==> config.mk <==
export PLATFORM = sky130hd
export DESIGN_NAME = freq_meter
export DESIGN_NICKNAME = d
export VERILOG_FILES = /design/src/rtl/freq_meter.sv
export SDC_FILE = /design/constraint.sdc
export NUM_CORES = 1
export LEC_CHECK = 0
export ABC_AREA = 1
export CORE_MARGIN = 8
export CORE_UTILIZATION = 28
export DETAILED_ROUTE_END_ITERATION = 16
export GPL_ROUTABILITY_DRIVEN = 1
export PLACE_DENSITY = 0.42
export SLEW_MARGIN = 20
export SYNTH_ARGS = -nofsm -noshare
export SYNTH_HDL_FRONTEND = slang
export SYNTH_SLANG_ARGS = --single-unit
==> constraint.sdc <==
create_clock -name clk -period 2.65 [get_ports clk]
set_clock_uncertainty 0.15 [all_clocks]
set_input_delay 0.795 -clock clk [delete_from_list [all_inputs] [get_ports clk]]
set_output_delay 0.795 -clock clk [all_outputs]
set_load 0.005 [all_outputs]
==> src/rtl/freq_meter.sv <==
// Gated rising-edge counter reporting edges per window in binary and BCD.
// Double-dabble converter runs serially after each window capture.
module freq_meter #(
  parameter logic [31:0] GATE_CYCLES = 32'd50000000
) (
  input  logic        clk,
  input  logic        reset,
  input  logic        enable,
  input  logic        sig_in,
  output logic [13:0] freq_bin,
  output logic [15:0] freq_bcd,
  output logic        overflow,
  output logic        valid
);

  localparam logic [0:0]  IDLE    = 1'b0;
  localparam logic [0:0]  MEASURE = 1'b1;
  localparam logic [1:0]  CIDLE   = 2'd0;
  localparam logic [1:0]  CSHIFT  = 2'd1;
  localparam logic [1:0]  CDONE   = 2'd2;
  localparam logic [13:0] MAX_CNT = 14'd9999;
  localparam logic [31:0] LAST    = GATE_CYCLES - 32'd1;

  logic        sync1_q, sync2_q, hist_q;
  logic [0:0]  gstate_q, gstate_d;
  logic [31:0] gate_q, gate_d;
  logic [13:0] cnt_q, cnt_d;
  logic        ovf_q, ovf_d;
  logic [13:0] cap_val_q, cap_val_d;
  logic        cap_ovf_q, cap_ovf_d;
  logic [1:0]  cstate_q, cstate_d;
  logic [3:0]  bit_q, bit_d;
  logic [13:0] sh_bin_q, sh_bin_d;
  logic [15:0] sh_bcd_q, sh_bcd_d;
  logic [13:0] bin_q, bin_d;
  logic [15:0] bcd_q, bcd_d;
  logic        out_ovf_q, out_ovf_d;
  logic        valid_q, valid_d;

  logic        edge_p, measuring, win_end, sat, ovf_next;
  logic [13:0] cnt_next;
  logic [15:0] adj;
  logic [29:0] shifted;

  function automatic logic [15:0] add3(input logic [15:0] v);
    logic [15:0] r;
    logic [3:0]  d;
    r = v;
    for (int i = 0; i < 4; i++) begin
      d = v[i*4 +: 4];
      if (d >= 4'd5) d = d + 4'd3;
      r[i*4 +: 4] = d;
    end
    return r;
  endfunction

  always_comb begin
    edge_p    = sync2_q & ~hist_q;
    measuring = (gstate_q == MEASURE) && enable;
    win_end   = measuring && (gate_q == LAST);
    sat       = edge_p && (cnt_q == MAX_CNT);
    cnt_next  = (edge_p && !sat) ? cnt_q + 14'd1 : cnt_q;
    ovf_next  = ovf_q | sat;
    adj       = add3(sh_bcd_q);
    shifted   = {adj, sh_bin_q} << 1;

    gstate_d  = enable ? MEASURE : IDLE;
    gate_d    = 32'd0;
    cnt_d     = 14'd0;
    ovf_d     = 1'b0;
    cap_val_d = cap_val_q;
    cap_ovf_d = cap_ovf_q;
    if (measuring) begin
      gate_d = win_end ? 32'd0 : gate_q + 32'd1;
      if (win_end) begin
        cap_val_d = cnt_next;
        cap_ovf_d = ovf_next;
      end else begin
        cnt_d = cnt_next;
        ovf_d = ovf_next;
      end
    end

    cstate_d  = cstate_q;
    bit_d     = bit_q;
    sh_bin_d  = sh_bin_q;
    sh_bcd_d  = sh_bcd_q;
    bin_d     = bin_q;
    bcd_d     = bcd_q;
    out_ovf_d = out_ovf_q;
    valid_d   = 1'b0;
    unique case (cstate_q)
      CIDLE: begin
        if (win_end) begin
          cstate_d = CSHIFT;
          bit_d    = 4'd0;
          sh_bin_d = cnt_next;
          sh_bcd_d = 16'h0000;
        end
      end
      CSHIFT: begin
        sh_bcd_d = shifted[29:14];
        sh_bin_d = shifted[13:0];
        bit_d    = bit_q + 4'd1;
        if (bit_q == 4'd13) cstate_d = CDONE;
      end
      CDONE: begin
        bin_d     = cap_val_q;
        bcd_d     = sh_bcd_q;
        out_ovf_d = cap_ovf_q;
        valid_d   = 1'b1;
        cstate_d  = CIDLE;
      end
      default: cstate_d = CIDLE;
    endcase
    // Dropping enable abandons the result in flight; outputs keep old value
    if (!enable) begin
      cstate_d  = CIDLE;
      bin_d     = bin_q;
      bcd_d     = bcd_q;
      out_ovf_d = out_ovf_q;
      valid_d   = 1'b0;
    end
  end

  always_ff @(posedge clk) begin
    if (reset) begin
      sync1_q   <= 1'b0;
      sync2_q   <= 1'b0;
      hist_q    <= 1'b0;
      gstate_q  <= IDLE;
      gate_q    <= 32'd0;
      cnt_q     <= 14'd0;
      ovf_q     <= 1'b0;
      cap_val_q <= 14'd0;
      cap_ovf_q <= 1'b0;
      cstate_q  <= CIDLE;
      bit_q     <= 4'd0;
      sh_bin_q  <= 14'd0;
      sh_bcd_q  <= 16'h0000;
      bin_q     <= 14'd0;
      bcd_q     <= 16'h0000;
      out_ovf_q <= 1'b0;
      valid_q   <= 1'b0;
    end else begin
      sync1_q   <= sig_in;
      sync2_q   <= sync1_q;
      hist_q    <= sync2_q;
      gstate_q  <= gstate_d;
      gate_q    <= gate_d;
      cnt_q     <= cnt_d;
      ovf_q     <= ovf_d;
      cap_val_q <= cap_val_d;
      cap_ovf_q <= cap_ovf_d;
      cstate_q  <= cstate_d;
      bit_q     <= bit_d;
      sh_bin_q  <= sh_bin_d;
      sh_bcd_q  <= sh_bcd_d;
      bin_q     <= bin_d;
      bcd_q     <= bcd_d;
      out_ovf_q <= out_ovf_d;
      valid_q   <= valid_d;
    end
  end

  assign freq_bin = bin_q;
  assign freq_bcd = bcd_q;
  assign overflow = out_ovf_q;
  assign valid    = valid_q;

endmodule

Yosys cells after proc, flatten, opt, wreduce, memory -nomap -nowiden --
Cells that the tools add are included.
Word-level totals: bits in registers 134, bits of input ports 4, output and inout bits 32, word-level logic and storage cells 69
Operators by class: $add $sub $neg 7, $lt $le $gt $ge 4, equal/unequal tests 7, multiplexer cells 16, bitwise operators 5, reductions and logical operators 13
Operators by type and width (count):
- 32-bit by 1-bit adder with 32-bit output, second input constant | 1
- 32-bit by 26-bit equality test with 1-bit output, second input constant | 1
- 16-bit one-hot mux with 2 select lines | 1
- 14-bit two-way mux | 2
- 14-bit one-hot mux with 2 select lines | 1
- 4-bit by 3-bit >= comparator with 1-bit output, second input constant | 4
- 16-bit two-way mux | 1
- 4-bit two-way mux | 4
- 14-bit by 1-bit adder with 14-bit output, second input constant | 1
- 14-bit equality test, second input constant | 1
- 4-bit by 2-bit adder with 4-bit output, second input constant | 3
- 4-bit one-hot mux with 2 select lines | 1
- 2-bit AND reduction | 4
- 4-bit by 1-bit adder with 4-bit output, second input constant | 1
- 4-bit equality test, second input constant | 1
- 1-bit logical AND | 4
- 2-bit two-way mux | 2
- 2-bit != test, second input constant | 2
- 2-bit one-hot mux with 2 select lines | 1
- 3-bit by 2-bit adder with 3-bit output, second input constant | 1
- 3-bit two-way mux | 1
- 1-bit NOT | 3
- 3-bit OR reduction | 1
- 2-bit by 1-bit equality test with 1-bit output, second input constant | 1
- other kinds (8) | 9

Depth between registers and ports, before layout --
word-level depth 8, gate-level depth with buffers 13, mapped depth without buffers 12

Worst setup path before layout --
Ideal clock, no wire load.
kind input to register, start in enable, end reg cap_val_q[11], library setup time 123 ps, arrival 1651 ps, required time 2377 ps, slack 726 ps, stages 8, buffers on the path 1, path through nand2_1 inv_1 nand2_1 nor2_1 nand3_1 nor2_4 buf_2 a21oi_1
Between the ends: word-level cells in the longest chain between the ends 3
Ends and longest elaborated chain:
- start, declared | line 8 | input logic enable,
- 1-bit logical AND (*) | line 59 | measuring = (gstate_q == MEASURE) && enable;
- 1-bit logical AND | line 60 | win_end = measuring && (gate_q == LAST);
- 2-bit AND reduction (no line) (*)
- end signal, assigned | line 153 | cap_val_q <= cap_val_d;
- end, declared | line 29 | logic [13:0] cap_val_q, cap_val_d;
Mark *: on every way between the ends. The rest lies on a longest branch, timed or not. A chain may end at the register's enable or synchronous reset.

Final worst setup path --
start reg out_ovf_q, in the netlist overflow, end out overflow
RTL lines:
- start, declared | line 37 | logic out_ovf_q, out_ovf_d;
- start signal, assigned | line 161 | out_ovf_q <= out_ovf_d;
- end, declared | line 12 | output logic overflow,
No word-level cell between the ends.

==> metrics.md <==
| Metric | Value |
|---|---|
| Status | complete, no violations |
| Clock buffer count from CTS | 17 |
| R2r startpoint | gate_q[0]$_SDFF_PP0_ |
| Global route total overflow | 0 |
| Max Cap Viol | 0 |
| Gpl congestion | 0.765 |
| FFs w/ async S/R, synth | 0% |
| List of most frequent post-synthesis cells | nand2_1 (168), dfxtp_1 (134), inv_1 (120) |
| CORE AREA | 22600 sq um |
| Ratio of cells with drive above 1 in the final layout | 9.80% |
| WP data arrival | 1280 ps |
| Met1 usage | 16.6% |
| Start point of the worst hold path | sync1_q$_SDFF_PP0_ |
| Reg2Reg Depth | 13 |
| Synth Area in Compound Gates | 13.3% |
| Ant diodes | 0 |
| CP top delay family | buffers and inverters |
| GR Util met2 | 18.6% |
| Die area | 28000 sq um |
| Vias | 5573 |
| Hold Vio Cnt, Final | 0 |
| Synth Warn # | 0 |
| WL/cell | 13.2 um |
| Post-Layout Cell Count | 1234 |
| Met3 GRT Util | 2.66% |
| # H-tree levels | 4 |
| Crit path max-delay cell type | clkdlybuf4s50_1 |
| Largest net degree at the start of global routing | 64 |
| Initial Utilization | 28.5% |
| # nets final | 952 |
| CTS Sinks | 134 |
| Iter 0 DRT Violations | 273 |
| Crit path kind | flip-flop to primary output |
| Synth-to-Final Area Change | 20.2% |
| Most used routing layer | met2 |
| Final ANT Viol Nets | 0 |
| Crit-path max cell delay | 520 ps |
| GRT Util Overall | 12.2% |
| Final Critical Period | 2220 ps |
| Drt via density | 4.52 |
| Ports | 36 |
| Die width | 167 um |
| Clock-pin slew on the worst setup and hold paths | 60 ps |
| Hold Crit Class | flip-flop to flip-flop |
| CTS root buffer | clkbuf_16 |
| Synth Area in Simple Gates | 28.8% |
| Reg area | 2680 sq um |
| Post-Synth Adder-Cell Area | 2.34% |
| Top cell type by total area after synthesis | dfxtp_1 |
| Post-placement cell count | 1202 |
| Count of buffers from port buffering | 35 |
| Buffers & Inverters on Critical Path | 1 |
| RSZ-0062 raised after global routing | false |
| Fillers | 2458 |
| Actual slew at the worst max-slew pin | 606 ps |
| Post-synth EDFFs | 0 |
| Period utilization | 83.8% |
| Vias in the first global route | 5562 |
| Multi-input gate area | 3050 sq um |
| Leak Pwr | 2.77 nW |
| # resized after CTS | 0 |
| Synth unique cells | 36 |
| Post-DP HPWL | 11.4 mm |
| Largest family of logic cells by synthesized area | simple AND/OR/NAND/NOR gates |
| Mux contribution to synthesized area | 0% |
| Pwr per Cell Area | 583 nW/um^2 |
| Gate Count Post-Synth | 898 |
| Initial antenna violation count | 0 |
| Max transition margin | 59.5% |
| Ys flop type | dfxtp_1 |
| Post-cts hold buffer count | 0 |
| TritonCTS clock tree | yes |
| Total stage count of the critical path | 1 |
| Slew Viols, Final | 0 |
| Remaining DRCs | 0 |
| Finish-stage setup viols | 0 |
| CTS max path bufs | 2 |
| Flop and latch count out of synthesis | 134 |
| Max VDD drop | 0.000330 V |
| Area contributors post-synth | dfxtp_1 (42%), nand2_1 (9.8%), inv_1 (7.0%) |
| TritonRoute pass-1 iters | 6 |
| Post-synthesis xor/xnor area fraction | 2.86% |
| Count leader, synth | nand2_1 |
| Worst-skew pair later-pin latency | 430 ps |
| Cell Chain, Critical Path | clkdlybuf4s50_1 |
| Final wirelength | 16.3 mm |
| Setup_tns | 0 ps |
| Syn avg cell area | 7.15 sq um |
| Net Count, Synth | 914 |
| Die Ht | 167 um |
| Worst hold stages | 2 |
| CP Data Required Time | 1710 ps |
| Worst setup EP type | primary output |
| Fmax | 450 MHz |
| Postcts setup bufs | 0 |
| Startpoint Class | flip-flop |
| Post-Synthesis Cell Area | 6420 sq um |
| Setup crit start | overflow$_SDFFE_PP0P_ |
| Num rows | 55 |
| Crit path max fanout | 2 |
| First-pass GRT wire length | 27.9 mm |
| Sequential share of the synthesized area | 41.8% |
| Yosys top cell area share | 41.8% |
==> layout by cell type, fill, tap and decap left out, types with 2 or more instances in the layout <==
cell             count
nand2_1            168
dfxtp_1            134
inv_1              120
nor2_1              98
a21oi_1             87
o21ai_0             64
nand3_1             59
clkdlybuf4s50_1     35
xor2_1              19
nor3_1              18
nand4_1             18
clkbuf_16           17
ha_1                12
nor2_2               9
buf_4                9
inv_2                8
buf_12               7
nand2_2              5
nand3_2              5
or2_2                5
o211ai_1             5
inv_8                5
inv_6                5
nor3_2               4
nor2_4               4
nor4_1               4
o21bai_1             4
a21oi_2              3
xnor2_1              2
nor3b_1              2
and2_1               2
nand3b_1             2
or2_0                2
clkinvlp_4           2
==> metrics by stage <==
stage	area [sq um]	total power [mW]	utilization (%)	setup WS, ps	hold slack, ps
global placement	7130	2.14	31.6	158	246
CTS	7720	4.58	34.2	391	254
detailed placement	7130	2.14	31.6	119	245
global route	7720	4.67	34.2	364	272
floorplan	6420	2.11	-	726	238
finish	7720	4.50	34.2	428	253
==> path summary, 6_finish.rpt <==
kind	end	slack [ps]
setup / recovery	overflow	430
hold / removal	sync2_q$_SDFF_PP0_	250
setup reg to reg	bit_q[0]$_SDFFE_PP0P_	630
hold reg to reg	sync2_q$_SDFF_PP0_	250
==> layout make-up <==
class | count | share of cell area, %
clock buffers | 18 | 5.69
clock inverters | 14 | 1.99
inverters | 128 | 6.22
multi-input cells | 604 | 39.5
flip-flops and latches | 134 | 34.8
well taps | 285 | 4.62
repair buffers | 51 | 7.23
==> sequential cells by signal, summed over array words and instances, names as in the netlist <==
| signal | count |
|---|---|
| cap_ovf_q | 1 |
| sync1_q | 1 |
| cap_val_q | 14 |
| gate_q | 32 |
| sync2_q | 1 |
| bit_q | 4 |
| valid | 1 |
| cstate_q | 2 |
| ovf_q | 1 |
| sh_bcd_q | 16 |
| overflow | 1 |
| sh_bin_q | 14 |
| gstate_q | 1 |
| freq_bcd | 16 |
| hist_q | 1 |
| freq_bin | 14 |
| cnt_q | 14 |
==> layer usage <==
| metal | up-vias | wire length [um] | share of wire [%] |
|---|---|---|---|
| met1 | 2522 | 8630 | 53 |
| met3 | 17 | 536 | 3.3 |
| met4 | 0 | 251 | 1.5 |
| met5 | - | 0 | 0 |
| li1 | 2963 | - | - |
| met2 | 71 | 6920 | 42 |
==> kinds of logic after synthesis <==
group	after synthesis
adder cells (fa/ha/maj)	12
flip-flops	134
buffers and inverters	160
AND/OR/NAND/NOR	407
AO/OA/AOI/OAI	164
XOR/XNOR	21
==> where the power goes <==
part / total, mW / switching [mW] / leakage [nW] / internal, mW
Clock: 2.41 / 1.05 / 0.288 / 1.36
Sequential: 2.02 / 0.00116 / 1.08 / 2.02
Combinational: 0.0730 / 0.0479 / 1.41 / 0.0250
(Power assumes the default switching activity.)
